`src/rtl/apu_dac_mix_if.sv`:
```
// Sample-set handshake between the APU sample source and apu_dac_mix.
// The source drives channel enables, packed samples and valid; the DAC returns ready.
interface apu_dac_mix_if #(
  parameter int N  = 8,
  parameter int CH = 4
);
  logic [CH-1:0]   ch_en;
  logic [CH*N-1:0] smp;
  logic            smp_valid;
  logic            smp_ready;

  modport master (output ch_en, output smp, output smp_valid, input smp_ready);
  modport slave  (input ch_en, input smp, input smp_valid, output smp_ready);
endinterface

```
`src/rtl/apu_dac_mix.sv`:
```
// Multi-channel audio DAC: mixes enabled channel samples and drives a 1-bit PWM output.
// Define APU_DAC_DSM_EN to add a first-order sigma-delta mode selected by the mode input.
module apu_dac_mix #(
  parameter int N  = 8,
  parameter int CH = 4
) (
  input  logic         clk,
  input  logic         n_reset,
  input  logic         en,
  input  logic         mode,
  apu_dac_mix_if.slave bus,
  output logic         q,
  output logic         tick
);
  localparam int W = N + $clog2(CH);
  localparam logic [W-1:0] CNT_MAX = {W{1'b1}};
  localparam logic [W-1:0] CNT_ONE = {{(W-1){1'b0}}, 1'b1};
  localparam logic [W-1:0] ZERO_W  = {W{1'b0}};

  // W bits hold CH full-scale samples without overflow.
  function automatic logic [W-1:0] mix_sum(input logic [CH*N-1:0] s, input logic [CH-1:0] e);
    logic [W-1:0] total;
    total = ZERO_W;
    for (int k = 0; k < CH; k++) begin
      if (e[k]) total = total + W'(s[k*N +: N]);
      else      total = total;
    end
    return total;
  endfunction

  logic [W-1:0] cnt_r, level_r, pending_r;
  logic         pending_full_r, q_r, tick_r;
  logic [W-1:0] cnt_next_s, level_next_s, pending_next_s;
  logic         accept_s, wrap_s, load_s, pending_full_next_s;
  logic         pwm_q_s, q_next_s, dsm_s;

  // Handshake, period counter, level transfer and PWM compare.
  always_comb begin
    accept_s   = bus.smp_valid & ~pending_full_r;
    wrap_s     = en & (cnt_r == CNT_MAX);
    cnt_next_s = en ? (cnt_r + CNT_ONE) : cnt_r;
    if (dsm_s) load_s = en & pending_full_r;
    else       load_s = wrap_s & pending_full_r;
    level_next_s   = load_s ? pending_r : level_r;
    pending_next_s = accept_s ? mix_sum(bus.smp, bus.ch_en) : pending_r;
    if (accept_s)    pending_full_next_s = 1'b1;
    else if (load_s) pending_full_next_s = 1'b0;
    else             pending_full_next_s = pending_full_r;
    // Compare against next-state values so q lines up with the registered counter.
    pwm_q_s = en & (cnt_next_s < level_next_s);
  end

`ifdef APU_DAC_DSM_EN
  logic [W-1:0] acc_r, acc_next_s;
  logic [W:0]   sum_s;
  logic         mode_r, mode_chg_s;

  assign dsm_s = mode_r;

  // Sigma-delta accumulator; a mode switch restarts it from zero.
  always_comb begin
    mode_chg_s = mode ^ mode_r;
    sum_s      = {1'b0, acc_r} + {1'b0, level_r};
    if (mode_chg_s) begin
      acc_next_s = ZERO_W;
      q_next_s   = 1'b0;
    end else if (dsm_s) begin
      if (en) begin
        acc_next_s = sum_s[W-1:0];
        q_next_s   = sum_s[W];
      end else begin
        acc_next_s = acc_r;
        q_next_s   = 1'b0;
      end
    end else begin
      acc_next_s = acc_r;
      q_next_s   = pwm_q_s;
    end
  end

  // Accumulator and applied-mode registers.
  always_ff @(posedge clk or negedge n_reset) begin
    if (!n_reset) begin
      acc_r  <= ZERO_W;
      mode_r <= 1'b0;
    end else begin
      acc_r  <= acc_next_s;
      mode_r <= mode;
    end
  end
`else
  logic mode_unused_s;

  assign mode_unused_s = mode;
  assign dsm_s         = 1'b0;
  assign q_next_s      = pwm_q_s;
`endif

  // Core state and registered outputs.
  always_ff @(posedge clk or negedge n_reset) begin
    if (!n_reset) begin
      cnt_r          <= ZERO_W;
      level_r        <= ZERO_W;
      pending_r      <= ZERO_W;
      pending_full_r <= 1'b0;
      q_r            <= 1'b0;
      tick_r         <= 1'b0;
    end else begin
      cnt_r          <= cnt_next_s;
      level_r        <= level_next_s;
      pending_r      <= pending_next_s;
      pending_full_r <= pending_full_next_s;
      q_r            <= q_next_s;
      tick_r         <= wrap_s;
    end
  end

  assign bus.smp_ready = ~pending_full_r;
  assign q             = q_r;
  assign tick          = tick_r;
endmodule

```
`src/flat_wrapper.sv`:
```
// flat-port wrapper written by rule: the top's interface ports become plain ports
module apu_dac_mix_flat 
#(
  parameter int N  = 8,
  parameter int CH = 4
)
  (clk, n_reset, en, mode, q, tick, bus_ch_en, bus_smp, bus_smp_valid, bus_smp_ready);
  apu_dac_mix_if #(.N(N), .CH(CH)) bus_i ();
  input  logic clk;
  input  logic n_reset;
  input  logic en;
  input  logic mode;
  output logic q;
  output logic tick;
  input wire logic [$bits(bus_i.ch_en)-1:0] bus_ch_en;
  input wire logic [$bits(bus_i.smp)-1:0] bus_smp;
  input wire logic [$bits(bus_i.smp_valid)-1:0] bus_smp_valid;
  output wire logic [$bits(bus_i.smp_ready)-1:0] bus_smp_ready;
  assign bus_i.ch_en = bus_ch_en;
  assign bus_i.smp = bus_smp;
  assign bus_i.smp_valid = bus_smp_valid;
  assign bus_smp_ready = bus_i.smp_ready;
  apu_dac_mix #(.N(N), .CH(CH)) u_core (.clk(clk), .n_reset(n_reset), .en(en), .mode(mode), .bus(bus_i), .q(q), .tick(tick));
endmodule
```
`config.mk`:
```
export PLATFORM = sky130hd
export DESIGN_NAME = apu_dac_mix_flat
export DESIGN_NICKNAME = d
export VERILOG_FILES = /design/src/rtl/apu_dac_mix_if.sv /design/src/rtl/apu_dac_mix.sv /design/src/flat_wrapper.sv
export SDC_FILE = /design/constraint.sdc
export NUM_CORES = 1
export LEC_CHECK = 0
export CAP_MARGIN = 20
export CORE_AREA = 2 2 84 86
export DETAILED_ROUTE_END_ITERATION = 12
export DIE_AREA = 0 0 86 88
export PLACE_DENSITY = 0.76
export SLEW_MARGIN = 5
export SYNTH_ARGS = -nofsm -noshare
export SYNTH_HDL_FRONTEND = slang
export SYNTH_SLANG_ARGS = --single-unit
```
`constraint.sdc`:
```
create_clock -name clk -period 3.1 [get_ports clk]
set_input_delay 0.62 -clock clk [delete_from_list [all_inputs] [get_ports clk]]
set_output_delay 0.62 -clock clk [all_outputs]
set_load 0.02 [all_outputs]
```
==> impl_metrics.json <==
{
  "finalSetupViolations": 8,
  "synth.distinct_cells": 49,
  "failed_checks": "negative setup slack",
  "worstPathMaxFanout": 4,
  "antenna_found_initial": 0,
  "place_hpwl_um": 5410,
  "core_um2": 6640,
  "crit_required_ns": 3.28,
  "rsz0062_at_grt": "true",
  "crit_path_start": "bus_ch_en[0]",
  "path_clk_slew_ns": 0.07,
  "cts_tree": "yes",
  "use_met2_pct": 37.0,
  "die_h_um": 88,
  "synth_area_um2": 2780,
  "drt_iter0_drc": 192,
  "cts_sinks": 33,
  "status": "finished, violations left",
  "cp-end-kind": "flip-flop",
  "tightest_slew_ns": 0.540,
  "power.density_nw_per_um2": 472,
  "path_cells": "buf_8 -> and2_4 -> ha_4 -> inv_2 -> fa_2 -> nor2b_4 -> o21bai_4 -> a211o_1 -> o211ai_1 -> ha_1 -> o21ai_1 -> a21oi_4 -> o21ai_1 -> o21a_1 -> ha_4 -> o21a_1 -> a21o_1 -> a21oi_2 -> xor2_1 -> o21ai_1 -> a21o_1",
  "grt_pass1_vias": 2703,
  "r2r-start": "u_core.cnt_r[0]$_DFF_PN0_",
  "seq_area_frac_synth_pct": 29.8,
  "areaGrowthSynthToFinish_pct": 60.4,
  "io_pins": 44,
  "grt_max_degree": 34,
  "overflow": 0,
  "maxSlewHeadroom_pct": 64.0,
  "ys_warn_count": 0,
  "worstSkewPairLatency_ns": 0.29,
  "wl_per_cell_um": 16.7,
  "io_buffer_count": 42,
  "max-cap-violations": 0,
  "layout_commonest_cell": "buf_4",
  "hp-start": "u_core.level_r[0]$_DFF_PN0_",
  "critPathKind": "primary input to flip-flop",
  "finalWorstSetupSlack_ns": -0.972,
  "min_period_ns": 4.07,
  "h-tree-depth": 2,
  "routed_wl_um": 8610,
  "grt_first_pass_wirelength_um": 12700,
  "ir_drop_mv": 0.324,
  "via_per_inst": 5.55,
  "dieArea_um2": 7570,
  "syn_inst": 300,
  "hold_violations": 0,
  "cts_max_path_buffers": 2,
  "die_w_um": 86,
  "cts_made_buffers": 5,
  "fmax_mhz": 246,
  "avgSynthCellArea_um2": 9.25,
  "hold_buffers": 0,
  "cp_slowest_stage_delay_ns": 0.40,
  "vias": 2858,
  "synth_top_family_by_area": "compound AO/OA/AOI/OAI gates",
  "grtUsageTotal_pct": 21.0,
  "synth-seq-cells": 33,
  "initial_core_util_pct": 41.8,
  "drcViolationCount": 0,
  "firstDrtPassIters": 4,
  "slew_violations": 0,
  "synth_xor_area_share_pct": 6.31,
  "synth-edff-count": 0,
  "dp.cells": 470,
  "ys_async_sr_fraction_pct": 100,
  "layout_common_cells": "buf_4 (85), clkdlybuf4s50_1 (34), dfrtp_1 (33), nand2_1 (19), ha_1 (19)",
  "finalCritPeriodShare_pct": 131,
  "num_rows": 30,
  "startpoint_type": "primary input",
  "synthFlopType": "dfrtp_1",
  "layout.nets": 511,
  "synthSimpleGateAreaFrac_pct": 12.4,
  "gp_congestion": 0.868,
  "grt_use_met1_pct": 27.3,
  "holdCritPathClass": "flip-flop to flip-flop",
  "syn_nets": 377,
  "ant_nets": 0,
  "hold_ws_ns": 0.486,
  "finalClockSkew_ns": 0.0109,
  "crit_path_top_delay_cell": "fa_2",
  "fin_cells": 515,
  "synth_compound_area_share_pct": 22.0,
  "grt.busiest_layer": "met2",
  "use_met3_pct": 3.02,
  "critPathMostFrequentCell": "o21ai_1",
  "diodes": 0,
  "synthAdderAreaFrac_pct": 17.0,
  "drive_gt1_share_pct": 41.6,
  "synthMuxAreaShare_pct": 7.89,
  "p_leak_nw": 2.22,
  "worstPathArrival_ns": 4.25,
  "cts-root-buf": "clkbuf_8"
}
routing by layer:
layer	vias to the layer above	routed length [µm]	share of wire, %
li1	1367	-	-
met1	1378	3610	42
met2	77	4300	50
met3	36	326	3.8
met4	0	373	4.3
met5	-	0	0
critical path, delay by kind of cell:
family | cells | cell delay [ns]
compound gates | 12 | 1.95
xor+xnor | 1 | 0.16
fa+ha+maj | 4 | 1.08
buf+inv | 2 | 0.10
simple gates | 2 | 0.31
cell usage after synthesis, types with 2 or more instances:
cell type  count  share of area [%]
nand3_1        7                1.3
xor2_1         8                2.5
a21boi_0       2               0.54
xnor2_1       12                3.8
nor3_1         2               0.36
o31a_1         2               0.63
and3_1         2               0.45
mux2_2         6                2.4
nand4_1        8                1.8
inv_2         10                1.4
clkbuf_1       4               0.54
a31oi_1        2               0.45
o21ai_0       12                2.2
ha_1          33                 15
a21o_1        11                3.0
a211oi_1       8                2.2
nor2_1        20                2.7
o21a_1         7                1.9
a211o_1        6                1.9
dfrtp_1       33                 30
a21oi_1       13                2.3
inv_1         13                1.8
fa_1           3                2.2
o211ai_1       3               0.81
o211a_1        2               0.72
and2_1         4               0.90
o21ai_1        9                1.6
nand2_1       20                2.7
mux2i_1       14                5.0
nor2b_1        5                1.1
through the flow:
stage               utilization (%)  cell area, µm²  setup TNS, ns  total power, W  setup WS (ns)
finish                         67.0            4450          -5.51         0.00210         -0.972
CTS                            63.3            4200          -5.10         0.00192         -0.864
global route                   67.0            4450          -6.67         0.00223          -1.12
global placement               56.9            3780         -10.97         0.00143          -1.50
floorplan                         -            2880          -5.10         0.00115         -0.835
detailed placement             56.9            3780         -12.06         0.00148          -1.65
final timing paths:
| check | endpoint | slack (ns) | cells past startpoint |
|---|---|---|---|
| worst max-delay path | u_core.pending_r[7]$_DFFE_PN0P_ | -0.97 | 21 |
| worst min-delay path | u_core.level_r[0]$_DFF_PN0_ | 0.49 | 2 |
| worst max register to register | u_core.q$_DFF_PN0_ | 0.27 | 13 |
| worst min register to register | u_core.level_r[0]$_DFF_PN0_ | 0.49 | 2 |
| max in group asynchronous | u_core.level_r[4]$_DFF_PN0_ | 2.05 | 2 |
| min in group asynchronous | u_core.tick$_DFF_PN0_ | 0.72 | 2 |
registers in the layout (all words and copies together), names as in the netlist:
name / cells
u_core.cnt_r: 10
u_core.level_r: 10
u_core.pending_full_r: 1
u_core.pending_r: 10
u_core.q: 1
u_core.tick: 1
area by class of cell:
type / count / area, µm²
Multi-Input combinational cell: 237 / 2210
Sequential cell: 33 / 826
Timing Repair Buffer: 134 / 1140
Clock inverter: 3 / 17.5
Inverter: 23 / 86.3
Tap cell: 80 / 100
Fill cell: 456 / 2190
Clock buffer: 5 / 68.8
cell families after synthesis:
group / Yosys count
AOI/OAI and AO/OA: 88
adders and majority gates: 36
DFF: 33
buffers and inverters: 30
xor gates and xnor gates: 20
muxes: 21
and+or+nand+nor: 72
repair_timing:
action                     in CTS  in global routing
pin swaps                      35                 47
gates resized for setup        41                 43
setup endpoints to repair      10                 10
buffers inserted               30                  9
power breakdown:
part	total (W)	switching, W	internal [W]
clock network	0.000323	0.000168	0.000155
registers	0.000572	0.0000641	0.000508
logic	0.00121	0.000550	0.000656
(Power assumes the default switching activity.)
